$ cat src/rtl/sig_ctrl_if.sv
// Push-button panel to signal-generator control bus.
// The master side drives the raw keys; the slave side (sig_ctrl) drives the settings.
interface sig_ctrl_if;
  logic       key_sel;
  logic       key_inc;
  logic       key_ok;
  logic [1:0] cnt_sig;
  logic [1:0] cnt_amp;
  logic [1:0] cnt_fre;
  logic [1:0] cnt_phase;
  logic       confirm;
  logic [1:0] field_sel;

  modport master (
    output key_sel, key_inc, key_ok,
    input  cnt_sig, cnt_amp, cnt_fre, cnt_phase, confirm, field_sel
  );

  modport slave (
    input  key_sel, key_inc, key_ok,
    output cnt_sig, cnt_amp, cnt_fre, cnt_phase, confirm, field_sel
  );
endinterface

$ cat src/rtl/sig_ctrl.sv
// Three-key edit/run controller for a signal generator: synchronise, debounce, edit fields.
// Optional auto-repeat on key_inc is built only when SIG_CTRL_KEY_REPEAT_EN is defined.
module sig_ctrl #(
  parameter int unsigned DEB_CYCLES = 1000000,
  parameter int unsigned REPEAT_DLY = 25000000,
  parameter int unsigned REPEAT_PER = 5000000
) (
  input  logic     clk,
  input  logic     rst,
  sig_ctrl_if.slave bus
);

  localparam int unsigned NK    = 3;
  localparam int unsigned K_SEL = 0;
  localparam int unsigned K_INC = 1;
  localparam int unsigned K_OK  = 2;

  localparam logic [23:0] DEB_LAST = 24'(DEB_CYCLES - 1);

  if (DEB_CYCLES < 2 || DEB_CYCLES > 32'h00FF_FFFF || REPEAT_DLY < 1 || REPEAT_PER < 1)
  begin : g_bad_param
    $error("sig_ctrl: parameter out of legal range");
  end

  typedef enum logic {
    EDIT = 1'b0,
    RUN  = 1'b1
  } state_t;

  logic [NK-1:0] key_raw;
  logic [NK-1:0] sync1;
  logic [NK-1:0] sync2;
  logic [NK-1:0] deb;
  logic [NK-1:0] deb_d;
  logic [NK-1:0] armed;
  logic [NK-1:0] press;
  logic [23:0]   deb_cnt [NK];
  logic [1:0]    vld;

  logic ev_ok;
  logic ev_sel;
  logic ev_inc;

  state_t         state;
  state_t         state_nxt;
  logic [1:0]     field_q;
  logic [1:0]     field_nxt;
  logic [3:0][1:0] cnt_q;
  logic [3:0][1:0] cnt_nxt;
  logic           confirm_q;

  assign key_raw = {bus.key_ok, bus.key_inc, bus.key_sel};

  always_ff @(posedge clk or posedge rst) begin
    if (rst) begin
      sync1 <= '1;
      sync2 <= '1;
      vld   <= '0;
    end else begin
      sync1 <= key_raw;
      sync2 <= sync1;
      vld   <= {vld[0], 1'b1};
    end
  end

  // A key is armed only once a genuine released sample has reached sync2 after
  // reset, so a button held across reset cannot fire until pressed again.
  always_ff @(posedge clk or posedge rst) begin
    if (rst) begin
      deb   <= '1;
      deb_d <= '1;
      armed <= '0;
      press <= '0;
      for (int unsigned k = 0; k < NK; k++) begin
        deb_cnt[k] <= '0;
      end
    end else begin
      for (int unsigned k = 0; k < NK; k++) begin
        deb_d[k] <= deb[k];
        press[k] <= armed[k] & deb_d[k] & ~deb[k];
        if (vld[1] && sync2[k]) begin
          armed[k] <= 1'b1;
        end
        if (sync2[k] == deb[k]) begin
          deb_cnt[k] <= '0;
        end else if (deb_cnt[k] == DEB_LAST) begin
          deb[k]     <= sync2[k];
          deb_cnt[k] <= '0;
        end else begin
          deb_cnt[k] <= deb_cnt[k] + 24'd1;
        end
      end
    end
  end

  assign ev_ok  = press[K_OK];
  assign ev_sel = press[K_SEL];

`ifdef SIG_CTRL_KEY_REPEAT_EN
  localparam int unsigned RMAX = (REPEAT_DLY > REPEAT_PER) ? REPEAT_DLY : REPEAT_PER;
  localparam int unsigned RW   = (RMAX < 2) ? 1 : $clog2(RMAX);
  localparam logic [RW-1:0] DLY_LAST = RW'(REPEAT_DLY - 1);
  localparam logic [RW-1:0] PER_LAST = RW'(REPEAT_PER - 1);

  logic [RW-1:0] rep_cnt;
  logic          rep_first;
  logic          rep_pulse;

  // First repeat after REPEAT_DLY held cycles, then one every REPEAT_PER.
  always_ff @(posedge clk or posedge rst) begin
    if (rst) begin
      rep_cnt   <= '0;
      rep_first <= 1'b0;
      rep_pulse <= 1'b0;
    end else if (ev_ok || deb[K_INC] || !armed[K_INC] || state != EDIT) begin
      rep_cnt   <= '0;
      rep_first <= 1'b0;
      rep_pulse <= 1'b0;
    end else begin
      rep_pulse <= 1'b0;
      if (!rep_first && rep_cnt == DLY_LAST) begin
        rep_pulse <= 1'b1;
        rep_first <= 1'b1;
        rep_cnt   <= '0;
      end else if (rep_first && rep_cnt == PER_LAST) begin
        rep_pulse <= 1'b1;
        rep_cnt   <= '0;
      end else begin
        rep_cnt <= rep_cnt + 1'b1;
      end
    end
  end

  assign ev_inc = press[K_INC] | rep_pulse;
`else
  assign ev_inc = press[K_INC];
`endif

  always_ff @(posedge clk or posedge rst) begin
    if (rst) begin
      state     <= EDIT;
      field_q   <= '0;
      cnt_q     <= {2'd0, 2'd0, 2'd1, 2'd0};
      confirm_q <= 1'b0;
    end else begin
      state     <= state_nxt;
      field_q   <= field_nxt;
      cnt_q     <= cnt_nxt;
      confirm_q <= (state_nxt == RUN);
    end
  end

  // Priority ok > sel > inc; in RUN only ok acts.
  always_comb begin
    state_nxt = state;
    field_nxt = field_q;
    cnt_nxt   = cnt_q;
    case (state)
      EDIT: begin
        if (ev_ok) begin
          state_nxt = RUN;
        end else if (ev_sel) begin
          field_nxt = field_q + 2'd1;
        end else if (ev_inc) begin
          cnt_nxt[field_q] = cnt_q[field_q] + 2'd1;
        end
      end
      RUN: begin
        if (ev_ok) begin
          state_nxt = EDIT;
        end
      end
      default: state_nxt = EDIT;
    endcase
  end

  assign bus.cnt_sig   = cnt_q[0];
  assign bus.cnt_amp   = cnt_q[1];
  assign bus.cnt_fre   = cnt_q[2];
  assign bus.cnt_phase = cnt_q[3];
  assign bus.confirm   = confirm_q;
  assign bus.field_sel = field_q;

endmodule

$ cat src/flat_wrapper.sv
// flat-port wrapper written by rule: the top's interface ports become plain ports
module sig_ctrl_flat 
#(
  parameter int unsigned DEB_CYCLES = 1000000,
  parameter int unsigned REPEAT_DLY = 25000000,
  parameter int unsigned REPEAT_PER = 5000000
)
  (clk, rst, bus_key_sel, bus_key_inc, bus_key_ok, bus_cnt_sig, bus_cnt_amp, bus_cnt_fre, bus_cnt_phase, bus_confirm, bus_field_sel);
  sig_ctrl_if bus_i ();
  input  logic clk;
  input  logic rst;
  input wire logic [$bits(bus_i.key_sel)-1:0] bus_key_sel;
  input wire logic [$bits(bus_i.key_inc)-1:0] bus_key_inc;
  input wire logic [$bits(bus_i.key_ok)-1:0] bus_key_ok;
  output wire logic [$bits(bus_i.cnt_sig)-1:0] bus_cnt_sig;
  output wire logic [$bits(bus_i.cnt_amp)-1:0] bus_cnt_amp;
  output wire logic [$bits(bus_i.cnt_fre)-1:0] bus_cnt_fre;
  output wire logic [$bits(bus_i.cnt_phase)-1:0] bus_cnt_phase;
  output wire logic [$bits(bus_i.confirm)-1:0] bus_confirm;
  output wire logic [$bits(bus_i.field_sel)-1:0] bus_field_sel;
  assign bus_i.key_sel = bus_key_sel;
  assign bus_i.key_inc = bus_key_inc;
  assign bus_i.key_ok = bus_key_ok;
  assign bus_cnt_sig = bus_i.cnt_sig;
  assign bus_cnt_amp = bus_i.cnt_amp;
  assign bus_cnt_fre = bus_i.cnt_fre;
  assign bus_cnt_phase = bus_i.cnt_phase;
  assign bus_confirm = bus_i.confirm;
  assign bus_field_sel = bus_i.field_sel;
  sig_ctrl #(.DEB_CYCLES(DEB_CYCLES), .REPEAT_DLY(REPEAT_DLY), .REPEAT_PER(REPEAT_PER)) u_core (.clk(clk), .rst(rst), .bus(bus_i));
endmodule
$ cat config.mk
export PLATFORM = sky130hd
export DESIGN_NAME = sig_ctrl_flat
export DESIGN_NICKNAME = d
export VERILOG_FILES = /design/src/rtl/sig_ctrl_if.sv /design/src/rtl/sig_ctrl.sv /design/src/flat_wrapper.sv
export SDC_FILE = /design/constraint.sdc
export NUM_CORES = 1
export LEC_CHECK = 0
export ABC_AREA = 1
export CAP_MARGIN = 40
export CORE_MARGIN = 3
export CORE_UTILIZATION = 35
export CTS_BUF_LIST = sky130_fd_sc_hd__clkbuf_16
export CTS_CLUSTER_SIZE = 8
export DETAILED_ROUTE_END_ITERATION = 6
export PLACE_DENSITY = 0.54
export SETUP_SLACK_MARGIN = 0.1
export SLEW_MARGIN = 30
export SYNTH_ARGS = -nofsm -noshare
export SYNTH_HDL_FRONTEND = slang
export SYNTH_SLANG_ARGS = --single-unit
$ cat constraint.sdc
create_clock -name clk -period 3.05 [get_ports clk]
set_input_delay 0.305 -clock clk [delete_from_list [all_inputs] [get_ports clk]]
set_output_delay 0.305 -clock clk [all_outputs]
set_load 0.02 [all_outputs]
==> impl_metrics.env <==
export IMPL_status="completed"
export IMPL_yosysWarnings=0
export IMPL_required_ps=2740
export IMPL_crit_path_end_kind="output pin"
export IMPL_cts_resized=0
export IMPL_grt_usage_pct=14.31
export IMPL_clockBufferDepth=2
export IMPL_drc=0
export IMPL_portBuffers=15
export IMPL_grt_pass1_vias=4399
export IMPL_cp_num_buf_inv=1
export IMPL_cp_cell_sequence="clkdlybuf4s50_1"
export IMPL_drtIter0Drc=273
export IMPL_clock_sinks=103
export IMPL_ctsHtreeMaxLevel=3
export IMPL_overflow=0
export IMPL_vdd_drop_max_mv=0.2960
export IMPL_num_antenna_cells=0
export IMPL_setup_viol=0
export IMPL_cts_tree="yes"
export IMPL_post_cts_buffers=0
export IMPL_clk_pin_slew_ps=80
export IMPL_num_vias=4482
export IMPL_p_total_mw=2.698
export IMPL_grt_pass1_wl_mm=20.69
export IMPL_hold_viol=0
export IMPL_cap_violations=0
export IMPL_finalWirelength_mm=11.71
export IMPL_cpPeakStageDelay_ps=670
export IMPL_die_h_um=133.1
export IMPL_drv_slew=0
export IMPL_ant_nets=0
export IMPL_tightest_slew_ps=544.2
export IMPL_rsz0062_at_grt="false"
export IMPL_wire_per_inst_um=12.06
export IMPL_start_kind="flop"
export IMPL_via_per_inst=4.616
export IMPL_critical_path_arrival_ps=1540
export IMPL_synthDistinctLibCells=27
export IMPL_firstDrtPassIters=5
export IMPL_power_leakage_nw=2.765
export IMPL_numCtsBuffers=9
export IMPL_power_density_nw_per_um2=423.7
export IMPL_syn_area_sq_um=5650
export IMPL_antenna_found_initial=0
export IMPL_fin_setup_tns_ps=0
export IMPL_dieArea_sq_um=17710
export IMPL_crit_fanout=9
export IMPL_worstSetupPathType="reg -> out"
export IMPL_cts_hold_fix_buffers=0
export IMPL_fin_skew_ps=9.952
export IMPL_syn2layout_area_growth_pct=12.69
export IMPL_clock_latency_ps=360
export IMPL_initial_utilization_pct=36.49
export IMPL_clock_fmax_mhz=543.3
export IMPL_grt_max_degree=104
export IMPL_period_needed_ps=1841
export IMPL_drive_gt1_share_pct=12.11
export IMPL_synth_seq_cells=103
export IMPL_cts_root_buf="clkbuf_16"
export IMPL_relSlewSlack_pct=63.72
export IMPL_n_fill_cell=1557
export IMPL_avgSynthCellArea_sq_um=7.730
export IMPL_fp_dieW_um=133.1
export IMPL_yosysSeqAreaShare_pct=45.90
export IMPL_crit_slowest_cell="clkdlybuf4s50_1"
export IMPL_io_pin_count=16
export IMPL_nets=768
export IMPL_dp_hpwl_mm=8.526
export IMPL_row_count=45
export IMPL_synth_nets=744
export IMPL_min_period_over_period_pct=60.35
export IMPL_syn_inst=731
export IMPL_crit_family="buffers and inverters"
export IMPL_worstHoldPathType="reg -> reg"
export IMPL_gp_congestion=0.8423
export IMPL_core_area_sq_um=15480
## registers in the layout (all words and copies together), names as in the netlist, 2 cells and up
| register | flops |
|---|---|
| u_core.deb_cnt | 72 |
| u_core.armed | 3 |
| u_core.deb | 3 |
| u_core.deb_d | 3 |
| u_core.press | 3 |
| u_core.sync1 | 3 |
| u_core.sync2 | 3 |
| u_core.bus.cnt_amp | 2 |
| u_core.bus.cnt_fre | 2 |
| u_core.bus.cnt_phase | 2 |
| u_core.bus.cnt_sig | 2 |
| u_core.bus.field_sel | 2 |
| u_core.vld | 2 |
## per-layer routing
metal	global-route usage (%)	wire length [um]	vias up
met5	0	0	-
met4	4.677	153	0
met3	4.183	561	16
met2	22.15	5329	73
met1	19.30	5669	2091
li1	-	-	2302
## area by class of cell
class	instances	area (sq um)	area share, %
Multi-Input combinational cell	553	2756	43.29
Sequential cell	103	2594	40.73
Inverter	72	274.0	4.303
Tap cell	211	264.0	4.146
Clock buffer	9	225.2	3.537
Timing Repair Buffer	16	170.2	2.672
Clock inverter	7	83.83	1.317
## cell usage after synthesis
library cell / n / share of area, %
nor2_1: 177 / 12
nand2_1: 173 / 11
dfrtp_1: 90 / 40
inv_1: 65 / 4.3
nand3_1: 59 / 5.2
xor2_1: 23 / 3.6
nor2_2: 16 / 1.8
nand2_2: 15 / 1.7
xnor2_1: 14 / 2.2
a21oi_1: 13 / 1.2
dfstp_2: 13 / 6.0
nor2_4: 12 / 2.4
o21ai_0: 11 / 0.97
ha_1: 8 / 1.8
inv_2: 7 / 0.47
and2_1: 6 / 0.66
nand2_4: 4 / 0.80
nand3b_1: 4 / 0.53
nand4_1: 4 / 0.44
a21o_1: 3 / 0.40
nand3_2: 3 / 0.53
nor3b_1: 3 / 0.40
xor2_2: 3 / 0.86
buf_6: 2 / 0.40
buf_4: 1 / 0.13
conb_1: 1 / 0.066
o21ai_2: 1 / 0.16
## per-stage QoR
stage / worst slack (ps) / utilization (%) / hold slack, ps / instances / cell area (sq um)
2_1_floorplan: 1524 / - / 309.5 / 731 / 5654
3_3_place_gp: 1565 / 39.13 / 333.9 / 955 / 6058
3_5_place_dp: 1538 / 39.13 / 334.7 / 955 / 6058
4_1_cts: 1186 / 41.12 / 349.7 / 971 / 6367
5_1_grt: 1169 / 41.12 / 346.9 / 971 / 6367
6_report: 1209 / 41.12 / 348.9 / 971 / 6367
## power by group
group	internal, mW	switching (mW)	leakage [nW]
sequential	1.38	0.0145	1.37
clock	0.656	0.564	0.155
combinational	0.0218	0.0581	1.24
total	2.06	0.636	2.76
## placed cells by master, fill, tap and decap left out, types with 4 or more instances in the layout
master,Yosys,layout
ha_1,8,8
and2_1,6,6
xor2_1,23,23
clkdlybuf4s50_1,0,15
a21oi_1,13,13
nand3_1,59,59
nand2_1,173,173
xnor2_1,14,14
nand2_4,4,4
o21ai_0,11,11
nor2_1,177,177
nand4_1,4,4
nor2_4,12,12
inv_1,65,64
clkbuf_16,0,9
dfstp_2,13,13
nand3b_1,4,4
inv_2,7,7
nand2_2,15,15
nor2_2,16,16
dfrtp_1,90,90
## path summary, 6_finish.rpt
path,to,depth (start not counted),start,slack [ps]
setup / recovery,bus_field_sel[0],1,u_core.bus.field_sel[0],1210
hold / removal,u_core.vld[1],0,u_core.vld[0],350
setup reg to reg,u_core.deb_cnt[14],8,u_core.deb_cnt[0],1530
hold reg to reg,u_core.vld[1],0,u_core.vld[0],350
max in group asynchronous,u_core.sync1[0],3,rst,2180
min in group asynchronous,u_core.bus.cnt_amp[1],3,rst,440
## logic make-up after synthesis
family,count (synthesis),share of synthesized area (%)
buffers and inverters,75,5.314
other,1,0.06637
XOR/XNOR,40,6.599
AO/OA/AOI/OAI,28,2.679
flip-flops,103,45.90
AND/OR/NAND/NOR,476,37.67
adder cells (fa/ha/maj),8,1.772
Power figures use the tool's default switching activity.
